## config.mk

```make
export PLATFORM = sky130hd
export DESIGN_NAME = sub_io_decoder
export DESIGN_NICKNAME = d
export VERILOG_FILES = /design/src/rtl/sub_io_decoder.sv
export SDC_FILE = /design/constraint.sdc
export NUM_CORES = 1
export LEC_CHECK = 0
export BUFFER_PORTS_ARGS = -buffer_cell sky130_fd_sc_hd__buf_2
export CORE_MARGIN = 5
export CORE_UTILIZATION = 53
export CTS_BUF_LIST = sky130_fd_sc_hd__clkbuf_4 sky130_fd_sc_hd__clkbuf_8 sky130_fd_sc_hd__clkbuf_16
export DETAILED_ROUTE_END_ITERATION = 10
export PLACE_DENSITY_LB_ADDON = 0.15
export SLEW_MARGIN = 30
export SYNTH_ARGS = -nofsm -noshare
export SYNTH_HDL_FRONTEND = slang
export SYNTH_SLANG_ARGS = --single-unit
export TNS_END_PERCENT = 20
```

## constraint.sdc

```tcl
create_clock -name clk -period 2.8 [get_ports clk]
set_input_delay 0.28 -clock clk [delete_from_list [all_inputs] [get_ports clk]]
set_output_delay 0.28 -clock clk [all_outputs]
set_load 0.02 [all_outputs]
```

## src/rtl/sub_io_decoder.sv

```systemverilog
`default_nettype none
// ============================================================================
// Module   : sub_io_decoder
// Purpose  : Registered address decoder and I/O control block for the
//            sub-CPU bus. It decodes the sub-CPU address into VRAM plane
//            selects, a ROM select and an I/O window. The I/O window emits one
//            read or write strobe per access. The block also holds the BUSY
//            flag, the IRQ request latch and the VRAM page-enable register.
// Ports    : clk, reset      - clock, synchronous active-high reset
//            cpu_addr/rw/valid/ba/din - sub-CPU bus inputs
//            busy_clr, irq_set        - main-side handshake pulses
//            vram_cs, rom_cs, io_cs   - registered region selects
//            io_rd_stb, io_wr_stb     - one-clock strobes, one bit per offset
//            busy, irq, vpage_en      - status/control registers
//            cpu_dout                 - status readback (offset 3 read)
// Revision : 1.0 - initial release
// ============================================================================
module sub_io_decoder #(
    parameter int                ADDR_W     = 16,
    parameter int                NUM_PLANES = 3,
    parameter int                PLANE_LOG2 = 14,
    parameter logic [ADDR_W-1:0] ROM_BASE   = 16'hE000,
    parameter logic [ADDR_W-1:0] IO_BASE    = 16'hD400,
    parameter int                IO_LOG2    = 4,
    localparam int               IO_N       = 2**IO_LOG2
) (
    input  logic                  clk,
    input  logic                  reset,
    input  logic [ADDR_W-1:0]     cpu_addr,
    input  logic                  cpu_rw,
    input  logic                  cpu_valid,
    input  logic                  cpu_ba,
    input  logic [7:0]            cpu_din,
    input  logic                  busy_clr,
    input  logic                  irq_set,
    output logic [NUM_PLANES-1:0] vram_cs,
    output logic                  rom_cs,
    output logic                  io_cs,
    output logic [IO_N-1:0]       io_rd_stb,
    output logic [IO_N-1:0]       io_wr_stb,
    output logic                  busy,
    output logic                  irq,
    output logic [NUM_PLANES-1:0] vpage_en,
    output logic [7:0]            cpu_dout
);

    // Fixed I/O offsets with side effects.
    localparam int               c_OFF_BUSY   = 0;
    localparam int               c_OFF_IRQ    = 1;
    localparam int               c_OFF_VPAGE  = 2;
    localparam logic [IO_LOG2-1:0] c_OFF_STATUS = IO_LOG2'(3);
    localparam logic [IO_N-1:0]  c_STB_ONE    = IO_N'(1);

    // ------------------------------------------------------------------
    // Combinational decode
    // ------------------------------------------------------------------
    logic                  w_q;
    logic                  w_rom_hit;
    logic                  w_io_hit;
    logic [IO_LOG2-1:0]    w_off;
    logic [NUM_PLANES-1:0] w_plane_hit;
    logic                  w_start;
    logic [IO_N-1:0]       w_stb_oh;
    logic [7:0]            w_status;
    logic                  w_stat_rd;

    // Only the low NUM_PLANES data bits reach the page-enable register.
    logic [7-NUM_PLANES:0] w_unused_din;

    // Registers
    logic                  r_prev_q;
    logic [ADDR_W-1:0]     r_prev_addr;
    logic [NUM_PLANES-1:0] r_vram_cs;
    logic                  r_rom_cs;
    logic                  r_io_cs;
    logic [IO_N-1:0]       r_rd_stb;
    logic [IO_N-1:0]       r_wr_stb;
    logic                  r_busy;
    logic                  r_irq;
    logic [NUM_PLANES-1:0] r_vpage;
    logic [NUM_PLANES-1:0] r_din;
    logic [7:0]            r_dout;

    assign w_unused_din = cpu_din[7:NUM_PLANES];

    assign w_q       = cpu_valid & ~cpu_ba;
    assign w_rom_hit = (cpu_addr >= ROM_BASE);
    // ROM has priority, so an I/O window placed inside ROM is shadowed.
    assign w_io_hit  = (cpu_addr[ADDR_W-1:IO_LOG2] == IO_BASE[ADDR_W-1:IO_LOG2])
                       & ~w_rom_hit;
    assign w_off     = cpu_addr[IO_LOG2-1:0];

    generate
        for (genvar p = 0; p < NUM_PLANES; p++) begin : g_plane
            localparam logic [ADDR_W-PLANE_LOG2-1:0] c_PLANE = (ADDR_W-PLANE_LOG2)'(p);
            assign w_plane_hit[p] = (cpu_addr[ADDR_W-1:PLANE_LOG2] == c_PLANE)
                                    & ~w_rom_hit & ~w_io_hit;
        end
    endgenerate

    // A new access begins when a qualified cycle follows an idle one or when
    // the address changes under a continuing valid. A held access therefore
    // starts exactly once.
    assign w_start   = w_q & (~r_prev_q | (cpu_addr != r_prev_addr));
    assign w_stb_oh  = c_STB_ONE << w_off;

    // Status byte: bit7 busy, bit6 irq, low bits page enables.
    assign w_status  = {r_busy, r_irq, {(6-NUM_PLANES){1'b0}}, r_vpage};
    assign w_stat_rd = w_start & w_io_hit & cpu_rw & (w_off == c_OFF_STATUS);

    // ------------------------------------------------------------------
    // Registered outputs and control state
    // ------------------------------------------------------------------
    always_ff @(posedge clk) begin
        if (reset) begin
            r_prev_q    <= 1'b0;
            r_prev_addr <= '0;
            r_vram_cs   <= '0;
            r_rom_cs    <= 1'b0;
            r_io_cs     <= 1'b0;
            r_rd_stb    <= '0;
            r_wr_stb    <= '0;
            r_busy      <= 1'b1;
            r_irq       <= 1'b0;
            r_vpage     <= '1;
            r_din       <= '0;
            r_dout      <= 8'h00;
        end else begin
            r_prev_q    <= w_q;
            r_prev_addr <= cpu_addr;

            // Selects follow the qualified address with one cycle of latency.
            // If cpu_ba rises, they drop on the next edge.
            r_vram_cs   <= {NUM_PLANES{w_q}} & w_plane_hit & r_vpage;
            r_rom_cs    <= w_q & w_rom_hit;
            r_io_cs     <= w_q & w_io_hit;

            r_rd_stb    <= (w_start & w_io_hit &  cpu_rw) ? w_stb_oh : '0;
            r_wr_stb    <= (w_start & w_io_hit & ~cpu_rw) ? w_stb_oh : '0;

            // Capture write data at access start. The page register is loaded
            // from this copy in the strobe cycle.
            if (w_start) begin
                r_din  <= cpu_din[NUM_PLANES-1:0];
                r_dout <= w_stat_rd ? w_status : 8'h00;
            end

            // The strobe-cycle set wins over a simultaneous main-side clear.
            if (r_wr_stb[c_OFF_BUSY]) begin
                r_busy <= 1'b1;
            end else if (busy_clr) begin
                r_busy <= 1'b0;
            end

            // A main-side IRQ request wins over a simultaneous acknowledge read.
            if (irq_set) begin
                r_irq <= 1'b1;
            end else if (r_rd_stb[c_OFF_IRQ]) begin
                r_irq <= 1'b0;
            end

            if (r_wr_stb[c_OFF_VPAGE]) begin
                r_vpage <= r_din;
            end
        end
    end

    assign vram_cs   = r_vram_cs;
    assign rom_cs    = r_rom_cs;
    assign io_cs     = r_io_cs;
    assign io_rd_stb = r_rd_stb;
    assign io_wr_stb = r_wr_stb;
    assign busy      = r_busy;
    assign irq       = r_irq;
    assign vpage_en  = r_vpage;
    assign cpu_dout  = r_dout;

endmodule
`default_nettype wire

```

# Yosys cells after proc, flatten, opt, wreduce, memory -nomap -nowiden
# Index checks and enable logic that the tools add are counted.
# totals
regBits	70
latch_bits	0
ramBits	0
rom_bits	0
input_bits	31
output_inout_bits	50
wordCells	52
n_memories	0
# op_classes
add_sub_neg	0
n_mul	0
n_div	0
magnitude_cmp	1
n_eq_ne	5
n_shift	1
mux	3
n_bitwise	25
reduce_logical	5
# ops
operator	n
>= comparator 16 bit, second input constant	1
!= test 16 bit	1
<< shifter 1 x 4 -> 16 bit, first input constant	1
AND 1 bit	15
== test 12 bit, second input constant	1
2-to-1 mux 8 bit	1
NOT 1 bit	7
AND 3 bit	2
OR reduction 2 bit	3
== test 4 x 2 -> 1 bit, second input constant	1
== test 2 x 1 -> 1 bit, second input constant	1
== test 2 bit, second input constant	1
logical NOT 2 bit	1
2-to-1 mux 1 bit	2
nonzero test 2 bit	1
OR 1 bit	1

# Depth between registers and ports, before layout
# Gate-level depths: netlist of the first run.
# depth
depth_word	7
ltp_mapped	7
ltp_nobuf	5

# Worst setup path before layout of the first run
# OpenSTA, ideal clock, no wires.
# synth_timing
path_kind	input port to flip-flop
start	input port cpu_addr[0]
end	register r_dout[0] (netlist: cpu_dout[0])
setup_ps	122
arrival_time_ps	1670
required_ps	2678
setup_slack_ps	1008
stages	7
path_buffers	2
path_cell_list	buf_2 > xnor2_1 > nand3_1 > or4_4 > buf_6 > o211ai_4 > o21ai_2
# synth_between
elab_chain_cells	7
elab_cells_between_ends	11
classes_between	1 x order compare; 2 x eq/ne; 1 x mux; 7 x bitwise
# synth_rtl
item	line	source
start, declared	29	input logic [ADDR_W-1:0] cpu_addr,
>= comparator 16 bit or != test 16 bit (tied branches)	87, 104	
NOT 1 bit or OR 1 bit (tied branches)	90, 104	
AND 1 bit (on tied branches)	90, 104	
AND 1 bit (3 in a row)	109	assign w_stat_rd = w_start & w_io_hit & cpu_rw & (w_off == c_OFF_STATUS);
2-to-1 mux 8 bit	145	r_dout <= w_stat_rd ? w_status : 8'h00;
end signal, assigned	145	
end, declared	82	logic [7:0] r_dout;
# Several ways; a longest one is shown, not always the timed one.
# A chain may end at the register's enable or synchronous reset.

# Worst setup path in the final report of the first run
# layout_timing
start	register r_prev_addr[10]
end	register r_rd_stb[11] (netlist: io_rd_stb[11])
# layout_between
elab_chain_cells	7
# layout_rtl
item	line	source
start, declared	72	logic [ADDR_W-1:0] r_prev_addr;
start signal, assigned	130	r_prev_addr <= cpu_addr;
!= test 16 bit	104	assign w_start = w_q & (~r_prev_q | (cpu_addr != r_prev_addr));
OR 1 bit	104	
AND 1 bit	104	
AND 1 bit (2 in a row)	138	r_rd_stb <= (w_start & w_io_hit & cpu_rw) ? w_stb_oh : '0;
NOT 1 bit (no source line)	-	
OR reduction 2 bit (no source line)	-	
end signal, assigned	138	
end, declared	76	logic [IO_N-1:0] r_rd_stb;
# No other way between the ends.

==> impl_metrics.env, run 1 <==
export IMPL_p_switching_mw=0.414
export IMPL_clock_skew_ns=0.00539
export IMPL_p_leak_nw=1.35
export IMPL_dp_hpwl_um=3850
export IMPL_p_clk_frac=0.393
export IMPL_timing_slew_headroom=0.650
export IMPL_async_reset_ff_frac=0
export IMPL_path_buf_inv=0
export IMPL_hold_viol=0
export IMPL_cts_sinks=67
export IMPL_yosysWarnings=0
export IMPL_vias=1908
export IMPL_ff2ff_setup_slack_ns=0.89
export IMPL_ctsHoldBuffers=0
export IMPL_path_clk_slew_ns=0.07
export IMPL_worstHoldStart="busy_clr"
export IMPL_core_area_mm2=0.00466
export IMPL_power_frac_seq=0.536
export IMPL_hold_path_class="primary input to register"
export IMPL_top_usage_layer="met2"
export IMPL_use_met2=0.289
export IMPL_cts_tree="built"
export IMPL_crit_path_end="io_rd_stb[11]"
export IMPL_antenna_found_initial=0
export IMPL_hold_depth=2
export IMPL_area_growth_pct=21.3
export IMPL_crit_arrival_ns=2.12
export IMPL_syn_cell_area_mm2=0.00250
export IMPL_syn_avg_cell_area_um2=10.3
export IMPL_gp_congestion=0.792
export IMPL_n_fill_cell=414
export IMPL_cts_root_buf="clkbuf_8"
export IMPL_layout_cells_most_common_list="72 x buf_2, 67 x dfxtp_1, 28 x nor2_1, 15 x nor2b_1"
export IMPL_grt_pass1_wl_um=8760
export IMPL_diodes=0
export IMPL_fmax_ghz=0.523
export IMPL_cts_max_level=3
export IMPL_grt_use_met1=0.227
export IMPL_ys_seq_elements=67
export IMPL_nNetsFinal=347
export IMPL_clk_path_buf_depth=2
export IMPL_status="complete, no violations"
export IMPL_place_inst=359
export IMPL_numCtsBuffers=9
export IMPL_reg2reg_from="r_prev_addr[10]"
export IMPL_drc=0
export IMPL_layout_commonest_cell="buf_2"
export IMPL_cp_max_fo=9
export IMPL_yosys_most_used_dff="dfxtp_1"
export IMPL_wire_per_inst_um=14.2
export IMPL_fp_dieH_um=78.7
export IMPL_num_rows=25
export IMPL_final_antenna_net_count=0
export IMPL_crit_chain="xnor2_1 > nand4_1 > or4_4 > o211ai_1 > nor3_1"
export IMPL_post_drt_via_cell_ratio=5.10
export IMPL_globalRouteTotalUtil=0.181
export IMPL_synth_edf_count=0
export IMPL_first_pass_iters=4
export IMPL_timing_rr_end="io_rd_stb[11]"
export IMPL_vdd_ir_drop_max_mv=0.402
export IMPL_overflow=0
export IMPL_final_cells=374
export IMPL_cts_resized=0
export IMPL_post_cts_buffers=0
export IMPL_start_util=0.537
export IMPL_use_met3=0.0522
export IMPL_power_density_mw_per_mm2=603
export IMPL_portBuffers=72
export IMPL_maxCapViolations=0
export IMPL_cp_data_required_time_ns=3.00
export IMPL_cpLargestDelayFamily="simple AND/OR/NAND/NOR gates"
export IMPL_slew_viol_final=0
export IMPL_synthesis_instances=243
export IMPL_rsz0062_at_grt="no"
export IMPL_fp_dieArea_mm2=0.00620
export IMPL_grt_pass1_vias=1869
export IMPL_grt_start_max_net_pins=25
export IMPL_io_pins=81
export IMPL_critPathLaunch="r_prev_addr[10]"
export IMPL_tightest_slew_ns=0.524
export IMPL_sw_frac_of_total=0.226
export IMPL_combPwrFrac=0.071
export IMPL_finalSetupViolCount=0
export IMPL_cp_slowest_stage_delay_ns=0.67
export IMPL_path_depth=5
export IMPL_synth_seq_area_share=0.535
export IMPL_cp_start_kind="register"
export IMPL_cp_slowest_cell="or4_4"
export IMPL_synth_cell_type_count=34
export IMPL_drive_gt1_frac=0.344
export IMPL_path_class="register to register"
export IMPL_p_int_mw=1.42
export IMPL_period_share=0.683
export IMPL_die_x_um=78.7
export IMPL_drt_total_wl_um=5310
export IMPL_first_iter_violations=75
export IMPL_fin_tns_setup_ns=0
export IMPL_r2r_cells=5
export IMPL_end_kind="register"
export IMPL_period_needed_ns=1.91
export IMPL_worstSkewPairLatency_ns=0.33
-- power by group through the flow --
stage          Sequential [mW]  Combinational [mW]  Clock, mW
2_1_floorplan             1.01              0.0898          0
3_3_place_gp              1.00               0.129          0
3_5_place_dp              1.00               0.130          0
4_1_cts                  0.983               0.132      0.738
5_1_grt                  0.984               0.145      0.786
6_report                 0.983               0.130      0.720
-- state kept, by name, indices dropped and copies added (netlist names) --
signal / cells
busy: 1
vram_cs: 3
io_rd_stb: 16
cpu_dout: 5
r_prev_addr: 16
r_prev_q: 1
io_wr_stb: 16
vpage_en: 3
irq: 1
r_din: 3
io_cs: 1
rom_cs: 1
-- synthesized netlist by cell type, types with 2 or more instances --
library cell,n,area share
nand3_1,6,0.012
nor3_1,12,0.024
a41oi_1,4,0.014
nand4_1,10,0.025
buf_4,3,0.0090
dfxtp_1,67,0.54
a32oi_1,4,0.014
inv_1,13,0.019
inv_2,2,0.0030
clkbuf_1,5,0.0075
nor2b_1,15,0.037
nand2b_1,8,0.020
nor2_1,28,0.042
xnor2_1,13,0.045
nor3b_1,3,0.0090
o2111ai_2,7,0.042
o211ai_1,4,0.012
and3_1,4,0.010
buf_6,4,0.018
o21ai_2,5,0.017
nand2_1,8,0.012
xnor2_2,3,0.019
nor4_1,2,0.0050
nor4b_1,3,0.010
-- area by class of cell --
| class | count | area, um^2 | share of cell area |
|---|---|---|---|
| flip-flops and latches | 67 | 1340 | 0.441 |
| clock inverters | 2 | 10.0 | 0.00329 |
| inverters | 15 | 56.3 | 0.0185 |
| well taps | 54 | 67.6 | 0.0222 |
| multi-input cells | 150 | 1020 | 0.337 |
| clock buffers | 13 | 173 | 0.0568 |
| repair buffers | 73 | 368 | 0.121 |
-- routing by layer --
layer / wire length, um / vias up
li1: - / 973
met2: 2460 / 49
met4: 105 / 0
met3: 298 / 12
met1: 2450 / 874
met5: 0 / -
-- how the worst min path moves through the flow --
stage | end
finish | busy
global route | busy
CTS | busy
global placement | busy
floorplan | vram_cs[1]
detailed placement | busy
-- cell families (layout without fill, tap and decap cells) --
logic type                after synthesis  count (layout)  synth area share
DFF                                    67              67             0.535
and+or+nand+nor                       104             104             0.227
xor gates and xnor gates               16              16            0.0649
other                                   1               3           0.00150
AOI/OAI and AO/OA                      27              27             0.112
buffers and inverters                  28             103            0.0589
-- metrics by stage --
stage	worst slack (ns)	hold WS, ns	util	cell area, um^2	total power [mW]
after global routing	0.768	0.136	0.652	3040	1.92
after floorplan	1.01	0.356	-	2510	1.10
after detailed placement	0.823	0.443	0.613	2860	1.13
final	0.886	0.131	0.652	3040	1.83
after CTS	0.891	0.115	0.652	3040	1.85
after global placement	0.829	0.441	0.613	2860	1.13
(Power assumes the default switching activity.)
==> run 2, diff against run 1 <==
CORE_UTILIZATION = 45   (was 53)
clock period = 1.6 ns   (was 2.8 ns; I/O delays follow)
==> impl_metrics.env, run 2 (synthesis gave the netlist of run 1 again) <==
export IMPL_crit_arrival_ns=2.04
export IMPL_combPwrFrac=0.087
export IMPL_diodes=0
export IMPL_nNetsFinal=376
export IMPL_final_seq_area_mm2=0.00135
export IMPL_first_iter_violations=98
export IMPL_failed_checks="setup timing"
export IMPL_path_clk_slew_ns=0.07
export IMPL_core_area_mm2=0.00547
export IMPL_cp_start_kind="register"
export IMPL_power_frac_seq=0.487
export IMPL_grt_pass1_wl_um=9620
export IMPL_worstSkewPairLatency_ns=0.33
export IMPL_cp_data_required_time_ns=1.82
export IMPL_cp_max_fo=9
export IMPL_fp_dieArea_mm2=0.00716
export IMPL_setup_ws_ns=-0.213
export IMPL_worstHoldStart="irq_set"
export IMPL_maxCapViolations=0
export IMPL_portBuffers=72
export IMPL_rsz0062_at_grt="yes"
export IMPL_cp_slowest_stage_delay_ns=0.66
export IMPL_start_util=0.458
export IMPL_vdd_ir_drop_max_mv=0.577
export IMPL_multi_input_area_mm2=0.00106
export IMPL_p_clk_frac=0.426
export IMPL_path_class="register to register"
export IMPL_finalInstanceArea_mm2=0.00337
export IMPL_clock_skew_ns=0.00403
export IMPL_overflow=0
export IMPL_path_buf_inv=0
export IMPL_dp_hpwl_um=4320
export IMPL_n_fill_cell=492
export IMPL_status="complete, but fails checks"
export IMPL_p_switching_mw=0.813
export IMPL_post_cts_buffers=0
export IMPL_num_rows=27
export IMPL_p_leak_nw=1.52
export IMPL_crit_chain="xnor2_2 > nand4_1 > or4_4 > o211ai_4 > o21ai_2"
export IMPL_layout_cells_most_common_list="72 x buf_2, 62 x dfxtp_1, 28 x nor2_1, 28 x buf_4, 15 x nor2b_1"
export IMPL_antenna_found_initial=0
export IMPL_post_drt_via_cell_ratio=4.89
export IMPL_drt_total_wl_um=5820
export IMPL_cts_sinks=67
export IMPL_area_growth_pct=34.6
export IMPL_fmax_ghz=0.552
export IMPL_grt_start_max_net_pins=24
export IMPL_numCtsBuffers=9
export IMPL_hold_path_class="primary input to register"
export IMPL_cts_tree="built"
export IMPL_fp_dieH_um=84.6
export IMPL_vias=2064
export IMPL_period_share=1.13
export IMPL_place_area_mm2=0.00315
export IMPL_cts_max_level=3
export IMPL_power_density_mw_per_mm2=1050
export IMPL_power_total_mw=3.54
export IMPL_gp_congestion=0.820
export IMPL_cpLargestDelayFamily="simple AND/OR/NAND/NOR gates"
export IMPL_globalRouteTotalUtil=0.168
export IMPL_die_x_um=84.6
export IMPL_finalSetupViolCount=37
export IMPL_clk_path_buf_depth=2
export IMPL_critPathLaunch="r_prev_addr[4]"
export IMPL_period_needed_ns=1.81
export IMPL_first_pass_iters=4
export IMPL_reg2reg_from="r_prev_addr[4]"
export IMPL_slew_viol_final=0
export IMPL_cp_slowest_cell="or4_4"
export IMPL_cts_root_buf="clkbuf_8"
export IMPL_end_kind="register"
export IMPL_wire_per_inst_um=13.8
export IMPL_p_int_mw=2.72
export IMPL_grt_pass1_vias=2044
export IMPL_io_pins=81
export IMPL_drc=0
export IMPL_hold_viol=0
export IMPL_final_antenna_net_count=0
export IMPL_drive_gt1_frac=0.426
export IMPL_layout_commonest_cell="buf_2"
export IMPL_sw_frac_of_total=0.230
-- run 2: repair_timing --
action | CTS | global route
hold buffers | 1 | 0
gates resized for setup | 0 | 0
setup endpoints to repair | 37 | 37
endpoints found under the hold margin | 1 | 0
-- run 2: final timing paths --
kind	endpoint	depth (start not counted)	slack, ns
setup / recovery	cpu_dout[1]	5	-0.21
hold / removal	irq	3	0.05
setup reg to reg	cpu_dout[1]	5	-0.21
hold reg to reg	busy	2	0.45
-- run 2: tightest hold or removal path, cell delays in order --
cell     delay, ns
buf_2         0.09
a21oi_1       0.03
nor2_1        0.06
-- run 2: power groups by stage --
stage	Combinational (mW)	Sequential (mW)	Clock, mW
floorplan	0.165	1.76	0
global placement	0.302	1.76	0
detailed placement	0.304	1.76	0
CTS	0.308	1.72	1.54
global route	0.335	1.73	1.62
finish	0.306	1.72	1.51
-- run 2: per-stage QoR --
stage               hold slack [ns]  utilization  setup WS, ns  setup TNS [ns]  instances
floorplan                     0.236            -       -0.0658           -1.38        245
global placement              0.346        0.575        -0.204           -6.73        405
detailed placement            0.349        0.575        -0.210           -6.78        405
CTS                          0.0388        0.616        -0.212           -6.89        422
global route                 0.0579        0.616        -0.297           -9.96        422
finish                       0.0479        0.616        -0.213           -6.84        422
-- run 2: layout make-up --
class,count,area share
Sequential cell,67,0.400
Clock inverter,7,0.0275
Inverter,15,0.0167
Clock buffer,9,0.0367
Tap cell,72,0.0267
Multi-Input combinational cell,150,0.315
Timing Repair Buffer,102,0.178
-- run 2: layer usage --
layer	GRT usage	wire [um]	vias to the layer above
met4	0.0676	83	0
met5	0	0	-
met2	0.263	2720	72
met1	0.216	2580	950
li1	-	-	1034
met3	0.0520	429	8
==> run 3, diff against run 2 <==
PLACE_DENSITY = 0.72   (was default)
PLACE_DENSITY_LB_ADDON = default   (was 0.15)
==> impl_metrics.env, run 3 (synthesis gave the netlist of run 1 again) <==
export IMPL_dp_hpwl_um=4310
export IMPL_crit_arrival_ns=2.09
export IMPL_gp_congestion=0.774
export IMPL_num_rows=27
export IMPL_layout_commonest_cell="buf_2"
export IMPL_cp_slowest_cell="or4_4"
export IMPL_fin_tns_setup_ns=-7.99
export IMPL_grt_pass1_vias=2090
export IMPL_hold_path_class="primary input to register"
export IMPL_first_iter_violations=118
export IMPL_n_fill_cell=441
export IMPL_fp_dieArea_mm2=0.00716
export IMPL_cts_sinks=67
export IMPL_clock_skew_ns=0.00771
export IMPL_diodes=0
export IMPL_maxCapViolations=0
export IMPL_worstSkewPairLatency_ns=0.34
export IMPL_reg2reg_from="r_prev_addr[9]"
export IMPL_grt_pass1_wl_um=10100
export IMPL_path_class="register to register"
export IMPL_finalSetupViolCount=37
export IMPL_overflow=0
export IMPL_cpLargestDelayFamily="simple AND/OR/NAND/NOR gates"
export IMPL_cts_tree="built"
export IMPL_wire_per_inst_um=14.9
export IMPL_cp_slowest_stage_delay_ns=0.59
export IMPL_core_area_mm2=0.00547
export IMPL_area_growth_pct=43.7
export IMPL_grt_use_met1=0.223
export IMPL_clk_path_buf_depth=2
export IMPL_hold_depth=3
export IMPL_holdPathEnd="irq"
export IMPL_final_seq_area_mm2=0.00135
export IMPL_vdd_ir_drop_max_mv=0.787
export IMPL_final_antenna_net_count=0
export IMPL_ff2ff_setup_slack_ns=-0.27
export IMPL_start_util=0.458
export IMPL_cts_max_level=3
export IMPL_die_x_um=84.6
export IMPL_cts_root_buf="clkbuf_8"
export IMPL_layout_cells_most_common_list="72 x buf_2, 60 x dfxtp_1, 33 x buf_4, 28 x nor2_1, 15 x nor2b_1"
export IMPL_end_kind="register"
export IMPL_worstHoldStart="irq_set"
export IMPL_io_pins=81
export IMPL_numCtsBuffers=9
export IMPL_top_usage_layer="met2"
export IMPL_fp_dieH_um=84.6
export IMPL_drt_total_wl_um=6390
export IMPL_setup_ws_ns=-0.268
export IMPL_first_pass_iters=4
export IMPL_drc=0
export IMPL_path_clk_slew_ns=0.07
export IMPL_portBuffers=72
export IMPL_place_area_mm2=0.00317
export IMPL_multi_input_area_mm2=0.00119
export IMPL_power_density_mw_per_mm2=1060
export IMPL_failed_checks="setup timing"
export IMPL_finalInstanceArea_mm2=0.00360
export IMPL_r2r_cells=6
export IMPL_grt_start_max_net_pins=24
export IMPL_use_met3=0.0648
export IMPL_post_drt_via_cell_ratio=4.95
export IMPL_period_needed_ns=1.87
export IMPL_timing_rr_end="io_wr_stb[8]"
export IMPL_hold_viol=0
export IMPL_fmax_ghz=0.535
export IMPL_antenna_found_initial=0
export IMPL_crit_chain="xnor2_2 > nand4_1 > buf_4 > or4_4 > o2111ai_4 > nor3_1"
export IMPL_p_leak_nw=1.61
export IMPL_cp_start_kind="register"
export IMPL_path_buf_inv=1
export IMPL_cp_max_fo=4
export IMPL_period_share=1.17
export IMPL_nNetsFinal=383
export IMPL_use_met2=0.279
export IMPL_slew_viol_final=0
export IMPL_globalRouteTotalUtil=0.179
export IMPL_vias=2125
export IMPL_rsz0062_at_grt="yes"
export IMPL_status="complete, but fails checks"
export IMPL_cp_data_required_time_ns=1.83
export IMPL_drive_gt1_frac=0.465
==> run 3: report_power, final <==
group	leakage [nW]	switching [mW]	internal [mW]
Clock	0.126	0.656	1.08
Sequential	0.548	0.0214	1.70
Combinational	0.939	0.175	0.167
Total	1.61	0.852	2.95
==> run 3: how the worst max path moves through the flow <==
stage                               start       endpoint  slack (ns)  cells past startpoint
final                      r_prev_addr[9]   io_wr_stb[8]       -0.27                      6
after CTS                  r_prev_addr[4]  io_rd_stb[15]       -0.19                      5
after floorplan           r_prev_addr[10]    cpu_dout[0]       -0.07                      6
after detailed placement   r_prev_addr[8]    cpu_dout[2]       -0.21                      5
after global routing       r_prev_addr[4]   io_rd_stb[7]       -0.34                      6
after global placement       cpu_addr[12]    cpu_dout[0]       -0.20                      6
==> run 3: per-layer routing <==
layer,up-vias,part of all wire
li1,1053,-
met1,998,0.43
met2,64,0.49
met3,10,0.071
met4,0,0.011
met5,-,0
==> run 3: what timing repair did <==
item	4_1_cts	5_1_grt
pin swaps	1	19
gates cloned	0	1
endpoints found under the setup margin	37	40
setup buffers	0	4
hold endpoints to repair	1	0
hold buffers	1	0
gates resized for setup	2	16
==> run 3: area by class of cell <==
cell class,instances,area share
Clock buffer,10,0.0382
Clock inverter,6,0.0313
Inverter,15,0.0156
Multi-Input combinational cell,151,0.332
Sequential cell,67,0.375
Tap cell,72,0.0250
Timing Repair Buffer,108,0.183
==> run 3: stage by stage <==
stage | instances | setup slack [ns] | utilization | power, mW | hold WS, ns
floorplan | 245 | -0.0658 | - | 1.93 | 0.236
global placement | 407 | -0.196 | 0.580 | 2.06 | 0.348
detailed placement | 407 | -0.210 | 0.580 | 2.07 | 0.359
CTS | 424 | -0.189 | 0.630 | 3.80 | 0.0167
global route | 429 | -0.337 | 0.658 | 3.94 | 0.0581
finish | 429 | -0.268 | 0.658 | 3.80 | 0.0258
==> run 3: worst register-to-register path, cell delays in order, from the launching register on <==
cell and delay (ns):
dfxtp_2 0.33, xnor2_2 0.17, nand4_1 0.17, buf_4 0.18, or4_4 0.59, o2111ai_4 0.25
nor3_1 0.08
